===== src/rtl/mac_serial_host_if.sv =====
// Pin-level bundle between local request logic, the serial MAC host and the chip model.
// The host (slave modport) takes operand requests and drives/samples the chip pins.
interface mac_serial_host_if #(
  parameter int OP_W  = 8,
  parameter int RES_W = 20
);
  logic             req;
  logic [OP_W-1:0]  op_a;
  logic [OP_W-1:0]  op_b;
  logic             busy;
  logic             ser_a;
  logic             ser_b;
  logic             in_done;
  logic             start;
  logic             fin;
  logic             res_bit;
  logic             carry_in;
  logic             res_valid;
  logic [RES_W-1:0] result;
  logic             carry;
  logic             timeout;

  modport master (
    output req, op_a, op_b, fin, res_bit, carry_in,
    input  busy, ser_a, ser_b, in_done, start, res_valid, result, carry, timeout
  );

  modport slave (
    input  req, op_a, op_b, fin, res_bit, carry_in,
    output busy, ser_a, ser_b, in_done, start, res_valid, result, carry, timeout
  );
endinterface


===== src/rtl/mac_serial_host.sv =====
// Host side of the bit-serial 8x8 MAC chip: serializes an operand pair, pulses START,
// waits for Finish and deserializes the result and carry back into parallel form.
module mac_serial_host #(
  parameter int OP_W    = 8,
  parameter int RES_W   = 20,
  parameter int TIMEOUT = 1023
) (
  input logic              clock,
  input logic              reset,
  mac_serial_host_if.slave bus
);

  localparam int BCNT_W = $clog2(OP_W + 1);
  localparam int RCNT_W = $clog2(RES_W + 1);
  localparam int TCNT_W = $clog2(TIMEOUT + 1);

  typedef enum logic [2:0] {
    S_IDLE, S_SHIFT, S_START, S_WAIT, S_RECV, S_DONE
  } state_t;

  state_t             state_q;
  logic [OP_W-1:0]    sha_q, shb_q;
  logic [BCNT_W-1:0]  bcnt_q, bcnt_d;
  logic [RCNT_W-1:0]  rcnt_q, rcnt_d;
  logic [TCNT_W-1:0]  tcnt_q, tcnt_d;
  logic [RES_W-1:0]   rx_q, rx_d;
  logic               carry_cap_q;
  logic               busy_q, ser_a_q, ser_b_q, in_done_q, start_q;
  logic               res_valid_q, carry_q, timeout_q;
  logic [RES_W-1:0]   result_q;

  assign bcnt_d = bcnt_q + 1'b1;
  assign rcnt_d = rcnt_q + 1'b1;
  assign tcnt_d = tcnt_q + 1'b1;
  // Receive shifts in from the top so the first sampled bit lands in bit 0 after RES_W samples.
  assign rx_d   = {bus.res_bit, rx_q[RES_W-1:1]};

  // Transaction FSM with every pin output registered.
  always_ff @(posedge clock) begin
    if (reset) begin
      state_q     <= S_IDLE;
      sha_q       <= '0;
      shb_q       <= '0;
      bcnt_q      <= '0;
      rcnt_q      <= '0;
      tcnt_q      <= '0;
      rx_q        <= '0;
      carry_cap_q <= 1'b0;
      busy_q      <= 1'b0;
      ser_a_q     <= 1'b0;
      ser_b_q     <= 1'b0;
      in_done_q   <= 1'b0;
      start_q     <= 1'b0;
      res_valid_q <= 1'b0;
      result_q    <= '0;
      carry_q     <= 1'b0;
      timeout_q   <= 1'b0;
    end else begin
      start_q     <= 1'b0;
      res_valid_q <= 1'b0;
      case (state_q)
        S_IDLE: begin
          if (bus.req) begin
            sha_q     <= bus.op_a >> 1;
            shb_q     <= bus.op_b >> 1;
            ser_a_q   <= bus.op_a[0];
            ser_b_q   <= bus.op_b[0];
            in_done_q <= (OP_W == 1);
            bcnt_q    <= '0;
            busy_q    <= 1'b1;
            timeout_q <= 1'b0;
            state_q   <= S_SHIFT;
          end else begin
            busy_q <= 1'b0;
          end
        end
        S_SHIFT: begin
          if (bcnt_q == BCNT_W'(OP_W - 1)) begin
            ser_a_q   <= 1'b0;
            ser_b_q   <= 1'b0;
            in_done_q <= 1'b0;
            start_q   <= 1'b1;
            state_q   <= S_START;
          end else begin
            ser_a_q   <= sha_q[0];
            ser_b_q   <= shb_q[0];
            sha_q     <= sha_q >> 1;
            shb_q     <= shb_q >> 1;
            bcnt_q    <= bcnt_d;
            in_done_q <= (bcnt_d == BCNT_W'(OP_W - 1));
          end
        end
        S_START: begin
          tcnt_q  <= '0;
          state_q <= S_WAIT;
        end
        S_WAIT: begin
          if (bus.fin) begin
            carry_cap_q <= bus.carry_in;
            rx_q        <= rx_d;
            rcnt_q      <= RCNT_W'(1);
            state_q     <= S_RECV;
          end else if (tcnt_q == TCNT_W'(TIMEOUT - 1)) begin
            // Finish never came: report with the previous result and carry untouched.
            timeout_q   <= 1'b1;
            res_valid_q <= 1'b1;
            state_q     <= S_DONE;
          end else begin
            tcnt_q <= tcnt_d;
          end
        end
        S_RECV: begin
          rx_q   <= rx_d;
          rcnt_q <= rcnt_d;
          if (rcnt_q == RCNT_W'(RES_W - 1)) begin
            result_q    <= rx_d;
            carry_q     <= carry_cap_q;
            res_valid_q <= 1'b1;
            state_q     <= S_DONE;
          end else begin
            state_q <= S_RECV;
          end
        end
        S_DONE: begin
          busy_q  <= 1'b0;
          state_q <= S_IDLE;
        end
        default: begin
          busy_q  <= 1'b0;
          state_q <= S_IDLE;
        end
      endcase
    end
  end

  assign bus.busy      = busy_q;
  assign bus.ser_a     = ser_a_q;
  assign bus.ser_b     = ser_b_q;
  assign bus.in_done   = in_done_q;
  assign bus.start     = start_q;
  assign bus.res_valid = res_valid_q;
  assign bus.result    = result_q;
  assign bus.carry     = carry_q;
  assign bus.timeout   = timeout_q;

endmodule


===== src/flat_wrapper.sv =====
// flat-port wrapper written by rule: the top's interface ports become plain ports
module mac_serial_host_flat 
#(
  parameter int OP_W    = 8,
  parameter int RES_W   = 20,
  parameter int TIMEOUT = 1023
)
  (clock, reset, bus_req, bus_op_a, bus_op_b, bus_fin, bus_res_bit, bus_carry_in, bus_busy, bus_ser_a, bus_ser_b, bus_in_done, bus_start, bus_res_valid, bus_result, bus_carry, bus_timeout);
  mac_serial_host_if #(.OP_W(OP_W), .RES_W(RES_W)) bus_i ();
  input logic clock;
  input logic reset;
  input wire logic [$bits(bus_i.req)-1:0] bus_req;
  input wire logic [$bits(bus_i.op_a)-1:0] bus_op_a;
  input wire logic [$bits(bus_i.op_b)-1:0] bus_op_b;
  input wire logic [$bits(bus_i.fin)-1:0] bus_fin;
  input wire logic [$bits(bus_i.res_bit)-1:0] bus_res_bit;
  input wire logic [$bits(bus_i.carry_in)-1:0] bus_carry_in;
  output wire logic [$bits(bus_i.busy)-1:0] bus_busy;
  output wire logic [$bits(bus_i.ser_a)-1:0] bus_ser_a;
  output wire logic [$bits(bus_i.ser_b)-1:0] bus_ser_b;
  output wire logic [$bits(bus_i.in_done)-1:0] bus_in_done;
  output wire logic [$bits(bus_i.start)-1:0] bus_start;
  output wire logic [$bits(bus_i.res_valid)-1:0] bus_res_valid;
  output wire logic [$bits(bus_i.result)-1:0] bus_result;
  output wire logic [$bits(bus_i.carry)-1:0] bus_carry;
  output wire logic [$bits(bus_i.timeout)-1:0] bus_timeout;
  assign bus_i.req = bus_req;
  assign bus_i.op_a = bus_op_a;
  assign bus_i.op_b = bus_op_b;
  assign bus_i.fin = bus_fin;
  assign bus_i.res_bit = bus_res_bit;
  assign bus_i.carry_in = bus_carry_in;
  assign bus_busy = bus_i.busy;
  assign bus_ser_a = bus_i.ser_a;
  assign bus_ser_b = bus_i.ser_b;
  assign bus_in_done = bus_i.in_done;
  assign bus_start = bus_i.start;
  assign bus_res_valid = bus_i.res_valid;
  assign bus_result = bus_i.result;
  assign bus_carry = bus_i.carry;
  assign bus_timeout = bus_i.timeout;
  mac_serial_host #(.OP_W(OP_W), .RES_W(RES_W), .TIMEOUT(TIMEOUT)) u_core (.clock(clock), .reset(reset), .bus(bus_i));
endmodule

===== config.mk =====
export PLATFORM = sky130hd
export DESIGN_NAME = mac_serial_host_flat
export DESIGN_NICKNAME = d
export VERILOG_FILES = /design/src/rtl/mac_serial_host_if.sv /design/src/rtl/mac_serial_host.sv /design/src/flat_wrapper.sv
export SDC_FILE = /design/constraint.sdc
export NUM_CORES = 1
export LEC_CHECK = 0
export CORE_MARGIN = 1
export CORE_UTILIZATION = 35
export CTS_CLUSTER_SIZE = 12
export DETAILED_ROUTE_END_ITERATION = 12
export SLEW_MARGIN = 20
export SYNTH_ARGS = -nofsm -noshare
export SYNTH_HDL_FRONTEND = slang
export SYNTH_SLANG_ARGS = --single-unit

===== constraint.sdc =====
create_clock -name clock -period 2.25 [get_ports clock]
set_clock_uncertainty 0.15 [all_clocks]
set_input_delay 0.45 -clock clock [delete_from_list [all_inputs] [get_ports clock]]
set_output_delay 0.45 -clock clock [all_outputs]
set_load 0.02 [all_outputs]

==> metrics.md <==
| Metric | Value |
|---|---|
| Pre-CTS WS | 69.8 ps |
| Placed Area | 4250 µm² |
| R2R Path Start | u_core.state_q[0] |
| Clk sinks | 84 |
| Synth top area share | 47.7% |
| Max Buffers Root-to-Sink | 2 |
| Hold Path Class | flip-flop to flip-flop |
| Async S/R FF share, synth | 0% |
| Cell family with most CP delay | flip-flops |
| H-tree levels | 3 |
| RePlAce Congestion | 0.847 |
| Non-Filler Cell Area, Final | 4430 µm² |
| Post-route insts no fill | 623 |
| Final Hold Fails | 0 |
| RSZ-0062 raised after global routing | false |
| Final Cycle Share | 89.2% |
| FMAX | 498 MHz |
| Routed Antenna Nets | 0 |
| Share of layout cells above drive strength 1 | 8.98% |
| Commonest cells after routing, fill and taps aside | 121 x nand2_1, 84 x dfxtp_1, 54 x a21oi_1 |
| Die Span Y | 102 µm |
| Global-route wire length before repair | 13200 µm |
| Setup violators final | 0 |
| Area grow syn2layout | 25.5% |
| Synth area leader | dfxtp_1 |
| Placed Cells | 607 |
| Pleak | 1.51 nW |
| Crit path cell chain | nor3b_1 -> buf_4 -> a21oi_1 -> buf_4 -> nand2_1 -> a21oi_1 |
| Seq/Total Area, Yosys | 47.7% |
| Mapped Cells | 434 |
| Crit path depth | 6 |
| Clock latency on the worst-skew pair | 360 ps |
| Setup crit start kind | flip-flop |
| Slew headroom | 58.6% |
| Setup bufs post-CTS | 0 |
| CP peak stage delay | 720 ps |
| #FFs+latches synth | 84 |
| Number of buffers created by CTS | 9 |
| Clk slew on worst S/H paths | 80 ps |
| Worst slew pin tran | 620 ps |
| CTS root buffer | clkbuf_8 |
| Hold buffer count at cts | 0 |
| CTS tree | yes |
| Top post-synthesis cells by area | dfxtp_1 48%, nand2_1 13%, a21oi_1 7.7%, a311oi_1 3.7%, nor2_1 3.4% |
| Syn Nets | 461 |
| Critical Path RT | 2390 ps |
| Width of the die | 102 µm |
| Count of max-cap constraint violations | 0 |
| # DRC | 0 |
| Syn avg cell area | 8.13 µm² |
| Dpl hpwl | 5290 µm |
| Worst Setup EP | u_core.rx_q[7] |
| DRT Pass-1 Iters | 4 |
| Ant. Diodes | 0 |
| Worst setup path class | flip-flop to flip-flop |
| Largest net degree at the start of global routing | 37 |
| Post-synth cell types | 45 |
| Final setup margin | 244 ps |
| Final net count | 512 |
| Crit path launch | u_core.state_q[0] |
| WP buf/inv | 2 |
| Critical R2R Capture | u_core.rx_q[7] |
| Post-cts resize count | 0 |
| Initial antenna violation count | 0 |
| Die Area | 10500 µm² |
| 1st-iter DRT viols | 215 |
| Worst-path maximum fanout | 15 |
| I/O pin cnt | 50 |
| Slew Limit Fails | 0 |
| Layout filler cell count | 970 |
| Flop2flop setup slack | 240 ps |
| Vias in the first global route | 2854 |
| Core ar. | 9770 µm² |
| Most common cell after layout, fill and taps aside | nand2_1 |
| Starting density of the core | 36.1% |
| VDD IR max | 0.000319 V |
| Setup TNS | 0 ps |
| Total Routing Usage GR | 16.2% |
| DR WL/cell | 12.7 µm |
| R2R depth | 6 |
| Via Count | 3140 |
| Final critical-path required period | 2010 ps |
| Cell Area, Synth | 3530 µm² |
| Buffers on Ports | 49 |
| Post-DR vias/cell | 5.04 |
| CP max stage cell | dfxtp_1 |
| Data arrival, critical path | 2150 ps |
| PwrDens | 812 nW/µm² |
| Crit path capture type | flip-flop |
| EDFF count, synth | 0 |
| # rows | 36 |
| Grt ovf | 0 |
| WL final | 7890 µm |
| Yosys warns | 0 |
| Most used DFF post-synth | dfxtp_1 |
| Outcome | complete, no violations |
-- logic make-up after synthesis --
logic type | synth area share (%)
buf+inv | 4.79
compound gates | 19.7
mux | 0.319
xor+xnor | 0.993
fa+ha+maj | 1.77
flops | 47.7
simple gates | 24.8
-- cell usage after synthesis (all sizes together) (4+ instances only) --
master,count
nand2,121
o21ai,9
inv,6
nand2b,5
nor2,32
nor3,10
dfxtp,84
ha,5
a211oi,4
clkbuf,12
nand3,9
buf,18
a21oi,54
a311oi,17
a31oi,5
-- sequential cells by signal, summed over array words and instances, names as in the netlist --
name	cells
u_core.bus.result	20
u_core.rx_q	19
u_core.tcnt_q	10
u_core.sha_q	7
u_core.shb_q	7
u_core.rcnt_q	5
u_core.bcnt_q	4
u_core.state_q	3
u_core.bus.busy	1
u_core.bus.carry	1
u_core.bus.in_done	1
u_core.bus.res_valid	1
u_core.bus.ser_a	1
u_core.bus.ser_b	1
u_core.bus.start	1
u_core.bus.timeout	1
u_core.carry_cap_q	1
-- report_power, final --
group / leakage, nW / internal, mW / switching, mW / total [mW]
Sequential: 0.681 / 1.61 / 0.126 / 1.74
Combinational: 0.747 / 0.396 / 0.484 / 0.880
Clock: 0.0856 / 0.404 / 0.572 / 0.976
Total: 1.51 / 2.41 / 1.18 / 3.59
-- layout make-up --
class / instances / area, µm² / share of cell area, %
Sequential cell: 84 / 1680 / 38.0
Timing Repair Buffer: 70 / 693 / 15.7
Clock buffer: 9 / 124 / 2.80
Inverter: 6 / 22.5 / 0.509
Tap cell: 133 / 166 / 3.76
Clock inverter: 7 / 51.3 / 1.16
Multi-Input combinational cell: 314 / 1690 / 38.1
-- worst min path at each step --
| stage | startpoint | to | slack (ps) | cells after the start |
|---|---|---|---|---|
| floorplan | u_core.rx_q[1] | u_core.rx_q[1] | 280 | 2 |
| global placement | u_core.bus.timeout | u_core.bus.timeout | 290 | 2 |
| detailed placement | u_core.bus.result[13] | u_core.bus.result[13] | 300 | 2 |
| CTS | u_core.bus.result[13] | u_core.bus.result[13] | 310 | 2 |
| global route | u_core.bus.result[0] | u_core.bus.result[0] | 330 | 2 |
| finish | u_core.bus.result[1] | u_core.bus.result[1] | 310 | 2 |
-- layer usage --
metal / vias to the layer above / wire (µm) / track usage (%)
li1: 1600 / - / -
met1: 1469 / 3900 / 21.7
met2: 59 / 3520 / 24.9
met3: 12 / 342 / 4.51
met4: 0 / 121 / 5.71
met5: - / 0 / 0
-- worst register-to-register path, delay by kind of cell (launching register included) --
kind	cells	cell delay [ps]
flops	1	720
buf+inv	2	470
compound gates	2	400
simple gates	2	200
-- stage by stage --
stage | utilization, % | total power, mW | hold WS [ps]
2_1_floorplan | - | 2.35 | 282
3_3_place_gp | 43.5 | 2.63 | 295
3_5_place_dp | 43.5 | 2.66 | 296
4_1_cts | 45.3 | 3.63 | 309
5_1_grt | 45.3 | 3.83 | 335
6_report | 45.3 | 3.59 | 305
Power figures use the tool's default switching activity.
